==> config.mk <==
export PLATFORM = sky130hd
export DESIGN_NAME = traffic_phase_scheduler
export DESIGN_NICKNAME = d
export VERILOG_FILES = /design/src/rtl/traffic_sched_pkg.sv /design/src/rtl/phase_rr_picker.sv /design/src/rtl/traffic_phase_scheduler.sv
export SDC_FILE = /design/constraint.sdc
export NUM_CORES = 1
export LEC_CHECK = 0
export ABC_AREA = 1
export BUFFER_PORTS_ARGS = -buffer_cell sky130_fd_sc_hd__buf_2
export CAP_MARGIN = 40
export CORE_ASPECT_RATIO = 1.4
export CORE_MARGIN = 4
export CORE_UTILIZATION = 26
export DETAILED_ROUTE_END_ITERATION = 7
export GPL_TIMING_DRIVEN = 0
export HOLD_SLACK_MARGIN = 0.08
export PLACE_DENSITY = 0.41
export SLEW_MARGIN = 20
export SYNTH_ARGS = -nofsm -noshare
export SYNTH_HDL_FRONTEND = slang
export SYNTH_SLANG_ARGS = --single-unit
==> constraint.sdc <==
create_clock -name i_clk -period 2.05 [get_ports i_clk]
set_input_delay 0.3075 -clock i_clk [delete_from_list [all_inputs] [get_ports i_clk]]
set_output_delay 0.3075 -clock i_clk [all_outputs]
set_load 0.1 [all_outputs]
==> src/rtl/traffic_sched_pkg.sv <==
// Shared types and helpers for the traffic phase scheduler.
package traffic_sched_pkg;

    localparam int unsigned PH_NUM = 4;

    typedef enum logic [1:0] {
        PH_NS_STR  = 2'd0,
        PH_NS_LEFT = 2'd1,
        PH_EW_STR  = 2'd2,
        PH_EW_LEFT = 2'd3
    } phase_e;

    typedef enum logic [1:0] {
        IDLE,
        OFFER,
        SERVICE,
        FAULT
    } sched_state_e;

    // Pedestrian axis owning a phase: 0 = NS, 1 = EW.
    function automatic logic axis_of(input phase_e ph);
        return (ph == PH_EW_STR) || (ph == PH_EW_LEFT);
    endfunction

endpackage

==> src/rtl/phase_rr_picker.sv <==
// Rotating find-first: returns the first set mask bit at or after the pointer, modulo 4.
module phase_rr_picker
    import traffic_sched_pkg::*;
(
    input  logic [PH_NUM-1:0] i_mask,
    input  logic [1:0]        i_ptr,
    output logic [1:0]        o_idx,
    output logic              o_found
);

    logic [1:0] w_cand;

    // Scan the farthest offset first so the nearest hit overwrites it last.
    always_comb begin
        o_idx   = i_ptr;
        o_found = 1'b0;
        w_cand  = i_ptr;
        for (int k = PH_NUM - 1; k >= 0; k--) begin
            w_cand = i_ptr + 2'(k);
            if (i_mask[w_cand]) begin
                o_idx   = w_cand;
                o_found = 1'b1;
            end
        end
    end

endmodule

==> src/rtl/traffic_phase_scheduler.sv <==
// Latches phase/ped/emergency calls and offers one phase at a time to the intersection FSM,
// choosing emergency first, then starved, then round-robin.
module traffic_phase_scheduler
    import traffic_sched_pkg::*;
#(
    parameter int unsigned SYNC_STAGES = 2,
    parameter int unsigned MAX_WAIT    = 60,
    parameter logic [3:0]  RECALL_MASK = 4'b0101
) (
    input  logic       i_clk,
    input  logic       i_rst,
    input  logic       i_tick_1hz,
    input  logic [3:0] i_call_in,
    input  logic [1:0] i_ped_call,
    input  logic       i_emergency_req,
    input  logic [1:0] i_emergency_phase,
    input  logic       i_system_fault,
    output logic       o_grant_valid,
    output logic [1:0] o_grant_phase,
    output logic       o_grant_ped,
    output logic       o_grant_emerg,
    input  logic       i_grant_ready,
    input  logic       i_phase_done,
    output logic [3:0] o_pending,
    output logic       o_starve_flag,
    output logic       o_busy,
    output logic       o_sched_fault
);

    localparam logic [7:0] AGE_MAX = 8'(MAX_WAIT);

    logic [SYNC_STAGES-1:0][6:0] r_sync;
    logic [6:0]                  w_sync;
    sched_state_e                r_state, w_state_nxt;
    logic [3:0]                  r_pend, w_pend_nxt;
    logic [1:0]                  r_ped, w_ped_nxt;
    logic                        r_emerg, w_emerg_nxt;
    logic [1:0]                  r_emerg_phase, w_emerg_phase_nxt;
    logic [PH_NUM-1:0][7:0]      r_age, w_age_nxt;
    logic [1:0]                  r_rr_ptr, w_rr_ptr_nxt;
    logic [1:0]                  r_grant_phase, w_grant_phase_nxt;
    logic                        r_grant_ped, w_grant_ped_nxt;
    logic                        r_grant_emerg, w_grant_emerg_nxt;
    logic [3:0]                  w_starved;
    logic [1:0]                  w_starve_idx, w_pend_idx, w_sel_phase;
    logic                        w_starve_found, w_pend_found, w_sel_emerg, w_sel_ped;
    logic                        w_accept, w_fault;

    // Bit layout of each sync stage: {emergency, ped[1:0], call[3:0]}.
    always_ff @(posedge i_clk or posedge i_rst) begin
        if (i_rst) begin
            r_sync <= '0;
        end else begin
            r_sync[0] <= {i_emergency_req, i_ped_call, i_call_in};
            for (int i = 1; i < SYNC_STAGES; i++) begin
                r_sync[i] <= r_sync[i-1];
            end
        end
    end

    assign w_sync  = r_sync[SYNC_STAGES-1];
    assign w_fault = i_system_fault || (r_state == FAULT);

    always_comb begin
        for (int i = 0; i < PH_NUM; i++) begin
            w_starved[i] = r_pend[i] && (r_age[i] == AGE_MAX);
        end
    end

    phase_rr_picker u_pick_starved (
        .i_mask  (w_starved),
        .i_ptr   (r_rr_ptr),
        .o_idx   (w_starve_idx),
        .o_found (w_starve_found)
    );

    phase_rr_picker u_pick_pending (
        .i_mask  (r_pend),
        .i_ptr   (r_rr_ptr),
        .o_idx   (w_pend_idx),
        .o_found (w_pend_found)
    );

    always_comb begin
        w_sel_emerg = r_emerg;
        if (r_emerg) begin
            w_sel_phase = r_emerg_phase;
        end else if (w_starve_found) begin
            w_sel_phase = w_starve_idx;
        end else begin
            w_sel_phase = w_pend_idx;
        end
        w_sel_ped = !w_sel_phase[0] && r_ped[axis_of(phase_e'(w_sel_phase))];
    end

    always_comb begin
        w_state_nxt       = r_state;
        w_accept          = 1'b0;
        w_grant_phase_nxt = r_grant_phase;
        w_grant_ped_nxt   = r_grant_ped;
        w_grant_emerg_nxt = r_grant_emerg;
        unique case (r_state)
            IDLE: begin
                if (i_system_fault) begin
                    w_state_nxt = FAULT;
                end else if (w_pend_found || r_emerg) begin
                    w_state_nxt       = OFFER;
                    w_grant_phase_nxt = w_sel_phase;
                    w_grant_ped_nxt   = w_sel_ped;
                    w_grant_emerg_nxt = w_sel_emerg;
                end
            end
            OFFER: begin
                if (i_system_fault) begin
                    w_state_nxt = FAULT;
                end else if (i_grant_ready) begin
                    w_state_nxt = SERVICE;
                    w_accept    = 1'b1;
                end
            end
            SERVICE: begin
                if (i_system_fault) begin
                    w_state_nxt = FAULT;
                end else if (i_phase_done) begin
                    w_state_nxt = IDLE;
                end
            end
            FAULT: w_state_nxt = FAULT;
        endcase
    end

    // Acceptance clears win over a same-cycle re-latch; the call re-latches next cycle if held.
    always_comb begin
        w_pend_nxt        = r_pend | w_sync[3:0] | RECALL_MASK;
        w_ped_nxt         = r_ped | w_sync[5:4];
        w_emerg_nxt       = r_emerg;
        w_emerg_phase_nxt = r_emerg_phase;
        w_rr_ptr_nxt      = r_rr_ptr;
        if (w_sync[6]) begin
            w_emerg_nxt       = 1'b1;
            w_emerg_phase_nxt = i_emergency_phase;
        end
        if (w_accept) begin
            w_pend_nxt[r_grant_phase] = 1'b0;
            if (r_grant_ped) begin
                w_ped_nxt[axis_of(phase_e'(r_grant_phase))] = 1'b0;
            end
            if (r_grant_emerg) begin
                w_emerg_nxt = 1'b0;
            end
            w_rr_ptr_nxt = r_grant_phase + 2'd1;
        end
        for (int i = 0; i < PH_NUM; i++) begin
            w_age_nxt[i] = r_age[i];
            if (!r_pend[i] || (w_accept && (r_grant_phase == 2'(i)))) begin
                w_age_nxt[i] = '0;
            end else if (i_tick_1hz && (r_age[i] < AGE_MAX) &&
                         !((r_state == SERVICE) && (r_grant_phase == 2'(i)))) begin
                w_age_nxt[i] = r_age[i] + 8'd1;
            end
        end
        if (w_fault) begin
            w_pend_nxt        = '0;
            w_ped_nxt         = '0;
            w_emerg_nxt       = 1'b0;
            w_emerg_phase_nxt = '0;
            w_age_nxt         = '0;
        end
    end

    always_ff @(posedge i_clk or posedge i_rst) begin
        if (i_rst) begin
            r_state       <= IDLE;
            r_pend        <= '0;
            r_ped         <= '0;
            r_emerg       <= 1'b0;
            r_emerg_phase <= '0;
            r_age         <= '0;
            r_rr_ptr      <= '0;
            r_grant_phase <= '0;
            r_grant_ped   <= 1'b0;
            r_grant_emerg <= 1'b0;
        end else begin
            r_state       <= w_state_nxt;
            r_pend        <= w_pend_nxt;
            r_ped         <= w_ped_nxt;
            r_emerg       <= w_emerg_nxt;
            r_emerg_phase <= w_emerg_phase_nxt;
            r_age         <= w_age_nxt;
            r_rr_ptr      <= w_rr_ptr_nxt;
            r_grant_phase <= w_grant_phase_nxt;
            r_grant_ped   <= w_grant_ped_nxt;
            r_grant_emerg <= w_grant_emerg_nxt;
        end
    end

    assign o_grant_valid = (r_state == OFFER);
    assign o_grant_phase = o_grant_valid ? r_grant_phase : 2'd0;
    assign o_grant_ped   = o_grant_valid && r_grant_ped;
    assign o_grant_emerg = o_grant_valid && r_grant_emerg;
    assign o_pending     = r_pend;
    assign o_starve_flag = |w_starved;
    assign o_busy        = (r_state == SERVICE);
    assign o_sched_fault = (r_state == FAULT);

endmodule

==> metrics <==
run status finished clean; global route overflow 0; Sw Share 37.7%; r2r setup slk 0.17 ns; Die Height 139 microns; Synth Register Bits 59; number of synthesized flops with an enable pin 0; Final Max Slew Viols 0; clk_lat worst skew 0.33 ns; FFs w/ async S/R, synth 100%; Pint 2770 uW; Area contributors post-synth dfrtp_1 46%, nand2_1 12%, inv_1 8.2%, ha_1 4.7%, nor2_1 4.5%; synth warn 0; global router's overall resource usage 11.7%; hold crit path type input port to register; Post-Layout Cell Count 612; largest net degree at the start of global routing 46; H-tree depth 3; first-pass GRT wire length 12.8 mm; initial antenna violation count 0; Layout area overhead 30.9%; Critical Path Sink o_starve_flag; Mapped Area 0.00319 sq mm; initial DRC count 90; CP arrival 1.67 ns; Seq/Total Area, Yosys 46.3%; Worst setup startpoint r_age[1]$_DFFE_PP0P_; net count reported at finish 487; Routed WL per cell 12.1 microns; Worst Setup Slack, final 0.0739 ns; Static Leak 0.00196 uW; vias in the first global route 2745; Die Wd 102 microns; Die ar. 0.0141 sq mm; Final Instance Area 0.00417 sq mm; Startpoint Class register; skew final 0.00920 ns; Max-Slew Margin vs Limit 66.7%; worst r2r src r_rr_ptr[0]$_DFFE_PP0P_; Syn Area/Cell 7.83 sq um; clock share of power 36.7%; dpl hpwl 5.59 mm; Synth Net Count 434; max_cap viols 0; Cell variety after synth 37; placed cell count 579; Final min period 1.98 ns; combinational share of power 32.2%; Data required, critical path 1.74 ns; Synth Instances 407; RSZ-0062 raised after global routing true; Worst VDD drop 498 uV; DRC 0; worst hold margin 0.201 ns; Antenna Nets Post-Route 0; CTS tree yes; total CTS buffers 9; switching power 1670 uW; Fill cells 1248; I/O Buffers 24; wirelength, routed 7.38 mm; total clock sinks 59; # setup viols final 0; routed vias/inst 4.35; CP endpoint kind output pin; FF-to-FF End r_grant_ped$_DFFE_PP0P_; hold violation count in the final report 0; pre-CTS setup slack 0.00000944 ns; antenna cells 0; DR pass1 iterations 4; most common cell in the netlist nand2_1; CTS root buffer clkbuf_16; sequential power share 31.1%; Synth Flop Type dfrtp_1; Worst Setup Path Type register to output pin; placed inst area 0.00356 sq mm; row cnt 47; Max Root-Sink Buffers 2; P per Cell Area 1060 mW/mm^2; fmax 506 MHz; GPL Wtd Cong 0.861; Ports 27; Synth top area share 46.3%; Via Count 2660; clk slew on worst S/H paths 0.05 ns; Initial Util 26.7%; synth cell count leaders 103 x nand2_1, 70 x inv_1, 59 x dfrtp_1; worst slew pin tran 0.503 ns; final period utilization 96.4%; Yosys top cell by area dfrtp_1; Core ar. 0.0119 sq mm; Critical Path Fanout Max 3; R2R depth 16; share of cells above drive strength 1 26.0%
==> timing repair <==
| item | 4_1_cts | 5_1_grt |
|---|---|---|
| endpoints found under the setup margin | 1 | 7 |
| endpoints found under the hold margin | 19 | 0 |
| gates resized for setup | 15 | 29 |
| hold buffers | 6 | 0 |
| buffers inserted | 9 | 2 |
| pin swaps | 2 | 4 |
==> layout make-up <==
type | instances | area, sq um | area share (%)
inverters | 81 | 315 | 7.56
multi-input cells | 266 | 1550 | 37.2
clock buffers | 11 | 253 | 6.06
well taps | 147 | 184 | 4.41
plain buffers | 1 | 7.51 | 0.180
flip-flops and latches | 59 | 1480 | 35.5
clock inverters | 5 | 75.1 | 1.80
repair buffers | 42 | 305 | 7.32
==> sequential cells by signal, summed over array words and instances, names as in the netlist, 2 cells and up <==
signal         flops
w_sync             5
r_grant_phase      2
r_age             32
r_rr_ptr           2
r_sync             5
r_state            2
o_pending          4
r_emerg_phase      2
r_ped              2
==> power groups by stage <==
stage | clock network (uW) | registers (uW) | logic (uW)
finish | 1630 | 1380 | 1430
global route | 1750 | 1390 | 1610
CTS | 1700 | 1370 | 1410
detailed placement | 0 | 1390 | 1380
global placement | 0 | 1390 | 1380
floorplan | 0 | 1480 | 967
==> layer usage <==
layer | vias to the layer above | track usage (%) | wire, microns
li1 | 1383 | - | -
met1 | 1227 | 13.1 | 3080
met3 | 16 | 2.77 | 237
met2 | 34 | 20.1 | 3860
met4 | 0 | 5.95 | 210
met5 | - | 0 | 0
==> stage by stage <==
step                util, %  total power (uW)  TNS [ns]
floorplan                 -              2450     -1.04
global placement       29.5              2770    -39.77
detailed placement     29.8              2770         0
CTS                    34.0              4470         0
global route           35.0              4750   -0.0403
finish                 35.0              4440         0
==> worst max-delay path, stage by stage (launching register included) <==
cell        delay, ns
dfrtp_1          0.34
inv_1            0.07
ha_4             0.17
nand2_4          0.06
nor2_4           0.05
nand2_2          0.07
nand3_4          0.09
a21oi_4          0.16
clkinvlp_4       0.15
buf_12           0.18
==> worst min-delay path by stage <==
stage | startpoint | endpoint | cells past startpoint
5_1_grt | i_emergency_phase[0] | r_emerg_phase[0]$_DFFE_PP0P_ | 3
3_3_place_gp | r_sync[1]$_DFF_PP0_ | w_sync[1]$_DFF_PP0_ | 0
6_report | i_grant_ready | r_state[0]$_DFFE_PP0P_ | 2
2_1_floorplan | r_sync[1]$_DFF_PP0_ | w_sync[1]$_DFF_PP0_ | 0
3_5_place_dp | i_rst | r_age[12]$_DFFE_PP0P_ | 2
4_1_cts | i_grant_ready | r_state[0]$_DFFE_PP0P_ | 2
==> cells by family after synthesis <==
group                    share of synthesized area, %
buffers and inverters                            9.70
XOR/XNOR                                        0.550
flip-flops                                       46.3
AND/OR/NAND/NOR                                  29.4
AO/OA/AOI/OAI                                    9.27
adder cells (fa/ha/maj)                          4.71
==> cells in the final DEF (no fill, tap or decap), types with 3 or more instances in the layout <==
cell type,synthesis,routed
ha_1,12,8
nand2_2,1,9
a21oi_1,17,15
buf_2,1,23
nor2_1,38,29
nand2_1,103,93
buf_4,0,11
clkbuf_16,0,9
inv_4,0,3
nand2_4,2,4
o21ai_0,11,11
o21ai_1,13,12
dlygate4sd3_1,0,6
clkinv_2,0,3
inv_1,70,61
nand3_1,22,21
nor2_4,3,7
nor3_1,11,11
nor2_2,3,8
dfrtp_1,59,54
ha_4,0,3
inv_2,11,16
nand4_1,5,5
dfrtp_2,0,5
Power figures use the tool's default switching activity.
